File: src/rtl/opentdc_wb_pkg.sv
// Purpose : Shared definitions for the opentdc Wishbone poller.
//           Holds the register map of the opentdc_wb slave, bus constants
//           and the poller FSM state type.
// Ports   : none (package)
package opentdc_wb_pkg;

  localparam logic [31:0] REG_STATUS_OFF   = 32'h0;
  localparam logic [31:0] REG_TS_OFF       = 32'h4;
  localparam int          STATUS_VALID_BIT = 0;
  localparam logic [3:0]  WB_SEL_ALL       = 4'hF;
  // Writing a one to the valid bit clears it (W1C)
  localparam logic [31:0] STATUS_CLR_DATA  = 32'h1;

  typedef enum logic [2:0] {
    ST_WAIT,
    ST_RD_STAT,
    ST_RD_TS,
    ST_CLR,
    ST_ERR
  } poll_state_t;

endpackage

File: src/rtl/opentdc_sync_fifo.sv
// Purpose : Single-clock FIFO for captured timestamps.
//           Same-cycle push and pop is supported, including push into a
//           full FIFO while the head is being popped.
// Ports   : clk        clock
//           rst        synchronous reset, active high (empties FIFO)
//           push       write request; ignored when full unless popping
//           push_data  write data
//           pop        read request; ignored when empty
//           pop_data   head entry (zero while empty)
//           full       no free entry
//           empty      no valid entry
module opentdc_sync_fifo #(
  parameter int WIDTH = 32,
  parameter int DEPTH = 4
) (
  input  logic             clk,
  input  logic             rst,
  input  logic             push,
  input  logic [WIDTH-1:0] push_data,
  input  logic             pop,
  output logic [WIDTH-1:0] pop_data,
  output logic             full,
  output logic             empty
);

  localparam int AW = $clog2(DEPTH);

  logic [WIDTH-1:0] mem [DEPTH];
  // One extra pointer bit distinguishes full from empty
  logic [AW:0] wr_ptr, rd_ptr;
  logic        do_push, do_pop;

  assign empty   = (wr_ptr == rd_ptr);
  assign full    = (wr_ptr[AW] != rd_ptr[AW]) && (wr_ptr[AW-1:0] == rd_ptr[AW-1:0]);
  assign do_pop  = pop & ~empty;
  assign do_push = push & (~full | do_pop);

  assign pop_data = empty ? '0 : mem[rd_ptr[AW-1:0]];

  always_ff @(posedge clk) begin
    if (rst) begin
      wr_ptr <= '0;
      rd_ptr <= '0;
    end else begin
      if (do_push) wr_ptr <= wr_ptr + 1'b1;
      if (do_pop)  rd_ptr <= rd_ptr + 1'b1;
    end
  end

  always_ff @(posedge clk) begin
    if (do_push) mem[wr_ptr[AW-1:0]] <= push_data;
  end

endmodule

File: src/rtl/opentdc_wb_poller.sv
// Purpose : Wishbone classic initiator that polls the opentdc_wb slave,
//           reads each captured timestamp, clears its valid flag and
//           streams the timestamps out through a small FIFO.
// Ports   : wb_clk_i, wb_rst_i      clock, synchronous active-high reset
//           enable_i                polling enable
//           wbm_*                   Wishbone classic master port
//           ts_valid_o/ts_data_o    FIFO head, popped by ts_ready_i
//           err_o                   sticky ack-timeout flag
//           ovf_o                   sticky dropped-sample flag
//
// state      | meaning
// -----------+-----------------------------------------------------
// ST_WAIT    | idle, counting POLL_CYCLES between status polls
// ST_RD_STAT | reading status register
// ST_RD_TS   | reading timestamp register, push on ack
// ST_CLR     | writing 1 to status bit0 to release the slave
// ST_ERR     | ack timeout seen, bus parked until reset
module opentdc_wb_poller
  import opentdc_wb_pkg::*;
#(
  parameter logic [31:0] BASE_ADR    = 32'h3000_0000,
  parameter logic [31:0] STATUS_OFF  = REG_STATUS_OFF,
  parameter logic [31:0] TS_OFF      = REG_TS_OFF,
  parameter int          POLL_CYCLES = 16,
  parameter int          TIMEOUT     = 255,
  parameter int          FIFO_DEPTH  = 4
) (
  input  logic        wb_clk_i,
  input  logic        wb_rst_i,
  input  logic        enable_i,
  output logic        wbm_cyc_o,
  output logic        wbm_stb_o,
  output logic        wbm_we_o,
  output logic [3:0]  wbm_sel_o,
  output logic [31:0] wbm_adr_o,
  output logic [31:0] wbm_dat_o,
  input  logic        wbm_ack_i,
  input  logic [31:0] wbm_dat_i,
  output logic        ts_valid_o,
  output logic [31:0] ts_data_o,
  input  logic        ts_ready_i,
  output logic        err_o,
  output logic        ovf_o
);

  localparam int PW = $clog2(POLL_CYCLES + 1);
  localparam int TW = $clog2(TIMEOUT + 1);
  localparam logic [PW-1:0] POLL_LAST = PW'(POLL_CYCLES - 1);
  localparam logic [TW-1:0] TO_LOAD   = TW'(TIMEOUT - 1);

  poll_state_t state_q, state_d;
  logic [PW-1:0] poll_cnt_q, poll_cnt_d;
  logic [TW-1:0] to_cnt_q, to_cnt_d;
  logic          cyc_q, cyc_d, we_q, we_d;
  logic [3:0]    sel_q, sel_d;
  logic [31:0]   adr_q, adr_d, dat_q, dat_d;
  logic          err_q, err_d, ovf_q, ovf_d;
  logic          ack_ok, push, fifo_full, fifo_empty, fifo_pop;

  // Acks outside our own cycle (stray or late after timeout) are ignored
  assign ack_ok   = cyc_q & wbm_ack_i;
  assign fifo_pop = ts_ready_i & ~fifo_empty;

  always_comb begin
    state_d    = state_q;
    poll_cnt_d = poll_cnt_q;
    to_cnt_d   = to_cnt_q;
    err_d      = err_q;
    ovf_d      = ovf_q;
    push       = 1'b0;
    cyc_d      = 1'b0;
    we_d       = 1'b0;
    sel_d      = '0;
    adr_d      = '0;
    dat_d      = '0;

    case (state_q)
      ST_WAIT: begin
        if (enable_i && !err_q) begin
          if (poll_cnt_q == POLL_LAST) begin
            poll_cnt_d = '0;
            state_d    = ST_RD_STAT;
          end else begin
            poll_cnt_d = poll_cnt_q + 1'b1;
          end
        end else begin
          poll_cnt_d = '0;
        end
      end
      ST_RD_STAT: if (ack_ok) state_d = wbm_dat_i[STATUS_VALID_BIT] ? ST_RD_TS : ST_WAIT;
      ST_RD_TS: begin
        if (ack_ok) begin
          push    = 1'b1;
          state_d = ST_CLR;
        end
      end
      ST_CLR:  if (ack_ok) state_d = ST_WAIT;
      ST_ERR:  state_d = ST_ERR;
      default: state_d = ST_WAIT;
    endcase

    // Ack wait counter runs down from the cycle the strobe goes out
    if ((state_q inside {ST_RD_STAT, ST_RD_TS, ST_CLR}) && !ack_ok) begin
      if (to_cnt_q == '0) begin
        state_d = ST_ERR;
        err_d   = 1'b1;
      end else begin
        to_cnt_d = to_cnt_q - 1'b1;
      end
    end
    if (state_d != state_q) to_cnt_d = TO_LOAD;

    // A push into a full FIFO is dropped unless the head leaves this cycle
    if (push && fifo_full && !fifo_pop) ovf_d = 1'b1;

    // Bus outputs are registered from the next state so they rise on entry
    case (state_d)
      ST_RD_STAT: begin
        cyc_d = 1'b1;
        sel_d = WB_SEL_ALL;
        adr_d = BASE_ADR + STATUS_OFF;
      end
      ST_RD_TS: begin
        cyc_d = 1'b1;
        sel_d = WB_SEL_ALL;
        adr_d = BASE_ADR + TS_OFF;
      end
      ST_CLR: begin
        cyc_d = 1'b1;
        we_d  = 1'b1;
        sel_d = WB_SEL_ALL;
        adr_d = BASE_ADR + STATUS_OFF;
        dat_d = STATUS_CLR_DATA;
      end
      default: cyc_d = 1'b0;
    endcase
  end

  always_ff @(posedge wb_clk_i) begin
    if (wb_rst_i) begin
      state_q    <= ST_WAIT;
      poll_cnt_q <= '0;
      to_cnt_q   <= '0;
      cyc_q      <= 1'b0;
      we_q       <= 1'b0;
      sel_q      <= '0;
      adr_q      <= '0;
      dat_q      <= '0;
      err_q      <= 1'b0;
      ovf_q      <= 1'b0;
    end else begin
      state_q    <= state_d;
      poll_cnt_q <= poll_cnt_d;
      to_cnt_q   <= to_cnt_d;
      cyc_q      <= cyc_d;
      we_q       <= we_d;
      sel_q      <= sel_d;
      adr_q      <= adr_d;
      dat_q      <= dat_d;
      err_q      <= err_d;
      ovf_q      <= ovf_d;
    end
  end

  opentdc_sync_fifo #(
    .WIDTH (32),
    .DEPTH (FIFO_DEPTH)
  ) u_fifo (
    .clk       (wb_clk_i),
    .rst       (wb_rst_i),
    .push      (push),
    .push_data (wbm_dat_i),
    .pop       (ts_ready_i),
    .pop_data  (ts_data_o),
    .full      (fifo_full),
    .empty     (fifo_empty)
  );

  assign wbm_cyc_o  = cyc_q;
  assign wbm_stb_o  = cyc_q;
  assign wbm_we_o   = we_q;
  assign wbm_sel_o  = sel_q;
  assign wbm_adr_o  = adr_q;
  assign wbm_dat_o  = dat_q;
  assign ts_valid_o = ~fifo_empty;
  assign err_o      = err_q;
  assign ovf_o      = ovf_q;

endmodule

File: config.mk
export PLATFORM = sky130hd
export DESIGN_NAME = opentdc_wb_poller
export DESIGN_NICKNAME = d
export VERILOG_FILES = /design/src/rtl/opentdc_wb_pkg.sv /design/src/rtl/opentdc_sync_fifo.sv /design/src/rtl/opentdc_wb_poller.sv
export SDC_FILE = /design/constraint.sdc
export NUM_CORES = 1
export LEC_CHECK = 0
export CORE_MARGIN = 2
export CORE_UTILIZATION = 40
export DETAILED_ROUTE_END_ITERATION = 16
export PLACE_DENSITY = 0.65
export REMOVE_ABC_BUFFERS = 1
export SLEW_MARGIN = 20
export SYNTH_ARGS = -nofsm -noshare
export SYNTH_HDL_FRONTEND = slang
export SYNTH_SLANG_ARGS = --single-unit
File: constraint.sdc
create_clock -name wb_clk_i -period 2.3 [get_ports wb_clk_i]
set_input_delay 0.345 -clock wb_clk_i [delete_from_list [all_inputs] [get_ports wb_clk_i]]
set_output_delay 0.345 -clock wb_clk_i [all_outputs]
set_load 0.01 [all_outputs]
==> results of run 1 <==
-- per-stage QoR --
stage                     cells  worst slack (ps)
after CTS                   773             -16.3
after global placement      731               134
after detailed placement    731              72.9
after global routing        772             -46.9
final                       772              21.9
after floorplan             409              -319
-- final timing paths --
path                                                    start                          to  slack [ps]  cells after the start
worst max-delay path                                     flop               ts_data_o[16]          20                      6
worst min-delay path               poll_cnt_q[4]$_SDFFE_PP0P_  poll_cnt_q[4]$_SDFFE_PP0P_         470                      1
worst max register to register  u_fifo.wr_ptr[1]$_SDFFE_PP0P_  u_fifo.mem[2][1]$_DFFE_PP_         410                      5
worst min register to register     poll_cnt_q[4]$_SDFFE_PP0P_  poll_cnt_q[4]$_SDFFE_PP0P_         470                      1
-- sequential cells by signal, indices dropped and copies added (netlist names), named ones only --
register       flops
poll_cnt_q         5
wbm_dat_o          1
wbm_adr_o          2
ovf_o              1
to_cnt_q           8
u_fifo.rd_ptr      3
state_q            3
u_fifo.mem       128
wbm_sel_o          1
err_o              1
u_fifo.wr_ptr      3
-- worst max-delay path, delay by kind of cell (launching register included) --
family | cells | cell delay (ps)
AND/OR/NAND/NOR | 1 | 160
buffers and inverters | 4 | 440
flip-flops | 1 | 400
multiplexers | 1 | 510
-- cells in the mapped netlist, types with 2 or more instances --
| cell | count |
|---|---|
| a2111oi_0 | 2 |
| a21oi_1 | 13 |
| a31oi_1 | 2 |
| and2_1 | 33 |
| and3_2 | 3 |
| buf_2 | 7 |
| buf_4 | 67 |
| clkbuf_1 | 10 |
| dfxtp_1 | 30 |
| edfxtp_1 | 128 |
| ha_1 | 7 |
| inv_1 | 4 |
| mux2i_1 | 5 |
| mux4_2 | 32 |
| nand2_1 | 5 |
| nand2b_1 | 4 |
| nand3_1 | 6 |
| nand4b_1 | 2 |
| nor2_1 | 17 |
| nor2b_1 | 5 |
| nor3_1 | 3 |
| nor3b_1 | 2 |
| nor4_1 | 5 |
| o21ai_0 | 4 |
| o31ai_1 | 3 |
| or3_1 | 2 |
| xnor2_1 | 5 |
| xor2_1 | 4 |
-- power breakdown --
part	switching (mW)	leakage, nW	internal [mW]
Combinational	0.0924	1.35	0.0616
Sequential	0.00209	1.40	3.08
Clock	1.08	0.249	1.38
Total	1.17	2.99	4.52
-- layout make-up --
type | count | area share
clock buffers | 19 | 0.0516
multi-input cells | 247 | 0.245
inverters | 4 | 0.00179
well taps | 220 | 0.0328
clock inverters | 13 | 0.0110
repair buffers | 111 | 0.128
flip-flops and latches | 158 | 0.531
-- cell families (layout without fill, tap and decap cells) --
logic type | after synthesis | after routing | synth area share
adder cells (fa/ha/maj) | 7 | 7 | 0.0128
flip-flops | 158 | 158 | 0.649
buffers and inverters | 89 | 147 | 0.0868
AO/OA/AOI/OAI | 33 | 33 | 0.0323
AND/OR/NAND/NOR | 98 | 98 | 0.0883
multiplexers | 39 | 39 | 0.116
XOR/XNOR | 10 | 10 | 0.0139
other | 1 | 60 | 0.000548
-- metal layers --
layer / vias up / global-route usage / routed length (µm)
met5: - / 0 / 0
met4: 0 / 0.0450 / 157
met3: 14 / 0.0443 / 938
met2: 149 / 0.244 / 6030
met1: 1807 / 0.179 / 5340
li1: 1727 / - / -
-- what timing repair did --
action,CTS,global route
pin swaps,4,0
resized for setup,116,21
setup endpoints to repair,33,19
gates cloned,2,0
setup buffers,8,0
==> impl_results.md, run 1 <==
* Setup repair after global routing missed its margin: yes
* Synth top area share at 0.561
* FMAX at 0.439 GHz
* Pwr Total at 5.70 mW
* Critical path, cell by cell: buf_12, buf_12, buf_6, mux4_2, and2_4, buf_6
* Outcome: finished, final reports clean
* Min Hold Slack at 474 ps
* Share of cells above drive strength 1 at 0.264
* Fill count at 1,375
* Period utilization at 0.990
* Antenna Cells at 0
* Dpl cell area at between 0.007 and 0.008 mm²
* GRT Util Overall at 0.145
* Max incr delay on CP at 510 ps
* Slew Limit Fails at 0
* Longest Clk Path Bufs at 2
* Site Rows at 47
* Largest net degree at the start of global routing at 33
* Clk pin slew, worst setup/hold paths at around 60 ps
* Vias in the first global route at around 3.8k
* Fin util at 0.505
* H-tree lvl count at 4
* Dpl hpwl at 8160 µm
* Hold Crit Class: reg2reg
* I/O pin total at 143
* Avg Synthesized Cell Area at roughly 16 µm²
* Final GP Congestion at about 0.74
* Post-synth EDFFs at around 130
* Vias at ~3.7k
* Die H at 135 µm
* Most common cell after layout, fill and taps aside: edfxtp_1
* Layout area overhead at 22.6%
* Mean number of vias per cell at 4.79
* Initial Util at 0.411
* Worst vdd ir at 0.000499 V
* Die Wd at between 100 and 150 µm
* Most frequent cells in the layout: edfxtp_1 (128), conb_1 (60), clkdlybuf4s50_1 (49)
* Cell taking the most area after synthesis: edfxtp_1
* Headroom to the max-slew limit at 0.664
* Synth Flop Type: edfxtp_1
* Syn Std Cell Area at approximately 0.0068 mm²
* Fin crit period at between 2000 and 2500 ps
* Final nets at 583
* Wire per inst at 16.2 µm
* Synth Instances at 435
* Setup TNS at 0 ps
* Critical Path End Type: primary output
* Critical path's slowest cell: mux4_2
* Die area at 0.0182 mm²
* Final WL at 12,500 µm
* Port Buffers at just over 80
* Clk_skew at 8.36 ps
* Post-synth cell types at between 50 and 60
* Clock Latency Late Sink at 410 ps
* Multi-input gate area at 0.00205 mm²
* CP startpoint kind: flop
* Ys async rst share at 0
* Final Hold Viols at 0
* Cell area after layout at 0.00840 mm²
* Worst-margin pin slew at slightly above 500 ps
* CTS tree: built
* Setup violations, final at 0
* Number of remaining DRC errors at 0
* Synth area leaders: edfxtp_1 (56%), mux4_2 (11%), dfxtp_1 (8.8%)
* Seq/Total Area, Yosys at 0.649
* Global-route wire length before repair at 19,700 µm
* Starting DRT DRC Count at 169
* Total congestion overflow at 0
* Clk root buf: clkbuf_16
* Max-Cap Viols at 0
* Drt first pass iters at 4
* CP Data Arrival Time at 1930 ps
* Setup CP Type: reg2out
* Clock Sinks at around 160
* PD cells at 678 mW/mm²
* Crit-path max FO at 8
* Core Box Area at about 0.017 mm²
* Initial antenna violation count at 0
* Post-route ant nets at 0
* Required time of the critical path at 1960 ps
* FF/Latch Area at 0.00446 mm²
* Flops & latches, synth at 158
* P_leak at about 3 nW
* Cts bufs inserted at 17
* Yosys warns at 0
* Post-CTS Hold Buffers at 0
Power figures use the tool's default switching activity.
==> run 2, diff against run 1 <==
Settings changed: ABC_AREA from default to 1, PLACE_DENSITY 0.65 to default, SLEW_MARGIN 20 to 25, TNS_END_PERCENT from default to 5.
==> run 2 against run 1 <==
Worst setup slack better by 48 ps. Clock-buffer cell count grew 3. Die area rose by 2.9%. Total power is 21% higher. Fmax grew 2.2%. Critical path depth grew 1. Routed wire length grew 18%. Sequential power about the same. Flip-flop and latch count unchanged. Via count up 26%. Critical path type unchanged. Largest cell class unchanged. Highest routed layer unchanged.
==> impl_results.md, run 2 <==
* Clock power share at 0.441 (was 0.431)
* Reg2reg start: u_fifo.wr_ptr[0]$_SDFFE_PP0P_ (was u_fifo.wr_ptr[1]$_SDFFE_PP0P_)
* CP startpoint kind: flop (unchanged)
* Port Buffers at 82 (unchanged)
* Critical path's slowest cell: dfxtp_2 (was mux4_2)
* Pre-CTS setup slack at 107 ps (was 72.9 ps)
* Post-CTS Hold Buffers at 0 (unchanged)
* Crit path buf inv count at 3 (was 4)
* Max incr delay on CP at 340 ps (was 510 ps)
* Synth Flop Type: edfxtp_1 (unchanged)
* Largest net degree at the start of global routing at 29 (was 33)
* Initial antenna violation count at 1 (was 0)
* Cts bufs inserted at 17 (unchanged)
* Total congestion overflow at 0 (unchanged)
* Final Hold Viols at 0 (unchanged)
* Avg Synthesized Cell Area at 10.8 µm² (was 15.7 µm²)
* Share of cells above drive strength 1 at 0.121 (was 0.264)
* Clock Latency Late Sink at 410 ps (about the same)
* Fin crit period at 2230 ps (was 2280 ps)
* CTS tree: built (unchanged)
* Final nets at 786 (was 583)
* CP top delay family: buffers and inverters (was multiplexers)
* PD cells at 782 mW/mm² (was 678 mW/mm²)
* Starting DRT DRC Count at 207 (was 169)
* Initial Util at 0.409 (was 0.411)
* Longest Clk Path Bufs at 2 (unchanged)
* Sw Share at 0.218 (was 0.206)
* Seq/Total Area, Yosys at 0.630 (was 0.649)
* FMAX at 0.448 GHz (was 0.439 GHz)
* Internal Power at 5.40 mW (was 4.52 mW)
* Cell area after layout at 0.00883 mm² (was 0.00840 mm²)
* Synth Instances at 651 (was 435)
* Flops & latches, synth at 158 (unchanged)
* Ys async rst share at 0 (unchanged)
* Sequential share of power at 0.452 (was 0.542)
* Setup TNS at 0 ps (unchanged)
* Post-synth top cells: edfxtp_1 (128), nor2_1 (121), nand2_1 (70), buf_4 (68), inv_1 (58) (was edfxtp_1 (128), buf_4 (67), and2_1 (33), mux4_2 (32), dfxtp_1 (30))
* Slew Limit Fails at 0 (unchanged)
* Die H at 137 µm (was 135 µm)
* Yosys warns at 0 (unchanged)
* Clk root buf: clkbuf_16 (unchanged)
* Die Wd at 137 µm (was 135 µm)
* Min Hold Slack at 459 ps (was 474 ps)
* Dpl cell area at 0.00807 mm² (was 0.00786 mm²)
* Most common cell in the netlist: edfxtp_1 (unchanged)
* Reg2Reg Depth at 7 (was 5)
* Crit-path max FO at 17 (was 8)
* Outcome: finished, final reports clean (unchanged)
* Post-route worst setup slack at 70.1 ps (was 21.9 ps)
* Setup violations, final at 0 (unchanged)
* Layout area overhead at 25.3% (was 22.6%)
* Reg2reg setup slack at 410 ps (about the same)
* Number of remaining DRC errors at 0 (unchanged)
* Core Box Area at 0.0172 mm² (was 0.0166 mm²)
* Max FFs per register at 128 (unchanged)
* Critical Path End Type: primary output (unchanged)
* Syn Std Cell Area at 0.00705 mm² (was 0.00685 mm²)
* Drt first pass iters at 5 (was 4)
* Reg-to-Reg End: u_fifo.mem[0][8]$_DFFE_PP_ (was u_fifo.mem[2][1]$_DFFE_PP_)
* CP Data Arrival Time at 1880 ps (was 1930 ps)
* Most common cell after layout, fill and taps aside: edfxtp_1 (unchanged)
* Synth top area share at 0.545 (was 0.561)
* Setup repair after global routing missed its margin: yes (unchanged)
* P_leak at 3.59 nW (was 2.99 nW)
* Min-Delay Path Depth at 2 (was 1)
* Site Rows at 48 (was 47)
* Final WL at 14,700 µm (was 12,500 µm)
* Critical path, cell by cell: or2_1, a21oi_2, nand2_4, buf_12, nand2_2, inv_1, dlygate4sd2_1 (was buf_12, buf_12, buf_6, mux4_2, and2_4, buf_6)
* GRT Util Overall at 0.160 (was 0.145)
* Most frequent cells in the layout: edfxtp_1 (128), nor2_1 (117), nand2_1 (68) (was edfxtp_1 (128), conb_1 (60), clkdlybuf4s50_1 (49))
* Synth area leaders: edfxtp_1 (55%), dfxtp_1 (8.5%), buf_4 (7.2%) (was edfxtp_1 (56%), mux4_2 (11%), dfxtp_1 (8.8%))
* Hold Crit Class: reg2reg (unchanged)
* Logic pwr share at 0.107 (was 0.027)
* Clk pin slew, worst setup/hold paths at 60 ps (about the same)
* Vias in the first global route at 4,488 (was 3,784)
* Final GP Congestion at 0.812 (was 0.740)
* I/O pin total at 143 (unchanged)
* Post-synth cell types at 33 (was 53)
* Post-route ant nets at 0 (unchanged)
* Hold EP: poll_cnt_q[4]$_SDFFE_PP0P_ (unchanged)
* Hold_sp: poll_cnt_q[4]$_SDFFE_PP0P_ (unchanged)
* Setup CP Type: reg2out (unchanged)
* Period utilization at 0.970 (was 0.990)
* Wire per inst at 15.0 µm (was 16.2 µm)
* Clock Sinks at 158 (unchanged)
* Max-Cap Viols at 0 (unchanged)
* NetSw at 1.50 mW (was 1.17 mW)
* Cell taking the most area after synthesis: edfxtp_1 (unchanged)
* Pwr Total at 6.90 mW (was 5.70 mW)
* Global-route wire length before repair at 22,600 µm (was 19,700 µm)
* Post-synth EDFFs at 128 (unchanged)
* Dpl hpwl at 9310 µm (was 8160 µm)
* Die area at 0.0187 mm² (was 0.0182 mm²)
* Clk_skew at 7.32 ps (was 8.36 ps)
* Worst vdd ir at 0.000683 V (was 0.000499 V)
* Vias at 4,659 (was 3,697)
* H-tree lvl count at 4 (unchanged)
* Required time of the critical path at 1960 ps (about the same)
* Mean number of vias per cell at 4.75 (was 4.79)
[run 2: power by group through the flow]
stage / combinational (mW) / sequential, mW / clock [mW]
floorplan: 0.305 / 3.20 / 0
global placement: 0.692 / 3.18 / 0
detailed placement: 0.700 / 3.18 / 0
CTS: 0.733 / 3.12 / 3.09
global route: 0.820 / 3.12 / 3.21
finish: 0.742 / 3.12 / 3.04
[run 2: area by class of cell]
type,count,area [µm²]
tap,225,282
multi-input combinational,398,2050
clock buffer,22,464
sequential,158,4450
inverter,60,228
timing repair buffer,107,1160
antenna,1,2.50
clock inverter,10,185
fill,1508,8400
[run 2: kinds of logic (layout without fill, tap and decap cells)]
kind of cell | Yosys count | in the layout | share of synthesized area
DFF | 158 | 158 | 0.630
other | 1 | 61 | 0.000532
AOI/OAI and AO/OA | 96 | 96 | 0.0884
adders and majority gates | 7 | 7 | 0.0124
xor gates and xnor gates | 10 | 10 | 0.0124
buffers and inverters | 154 | 199 | 0.121
and+or+nand+nor | 225 | 225 | 0.135
[run 2: per-layer routing]
layer | vias up | GRT usage | wire length (µm)
li1 | 2267 | - | -
met1 | 2226 | 0.198 | 6090
met2 | 151 | 0.275 | 7440
met3 | 15 | 0.0381 | 1030
met4 | 0 | 0.0521 | 131
met5 | - | 0 | 0
[run 2: what timing repair did]
item / 4_1_cts / 5_1_grt
gates resized for setup: 45 / 17
setup endpoints to repair: 33 / 32
cloned: 2 / 0
setup buffers: 1 / 1
pin swaps: 1 / 1
[run 2: how the worst max path moves through the flow]
stage          cells past startpoint                          to  slack, ps                           from
3_5_place_dp                       6                ts_data_o[5]        110                           flop
5_1_grt                            7               ts_data_o[10]        -20  u_fifo.wr_ptr[1]$_SDFFE_PP0P_
3_3_place_gp                       6                ts_data_o[5]        120                           flop
2_1_floorplan                      6  u_fifo.mem[0][0]$_DFFE_PP_       -800        wbm_sel_o[2]$_SDFF_PP0_
6_report                           7               ts_data_o[21]         70  u_fifo.wr_ptr[1]$_SDFFE_PP0P_
4_1_cts                            6               ts_data_o[20]       -170                           flop
[run 2: stage by stage]
step	utilization	std cells
after floorplan	-	616
after global placement	0.468	944
after detailed placement	0.468	944
after CTS	0.511	979
after global routing	0.512	980
final	0.512	981
[run 2: tightest hold or removal path: cells and delay by family (launching register included)]
family | cells | cell delay [ps]
flip-flops | 1 | 310
AND/OR/NAND/NOR | 2 | 100
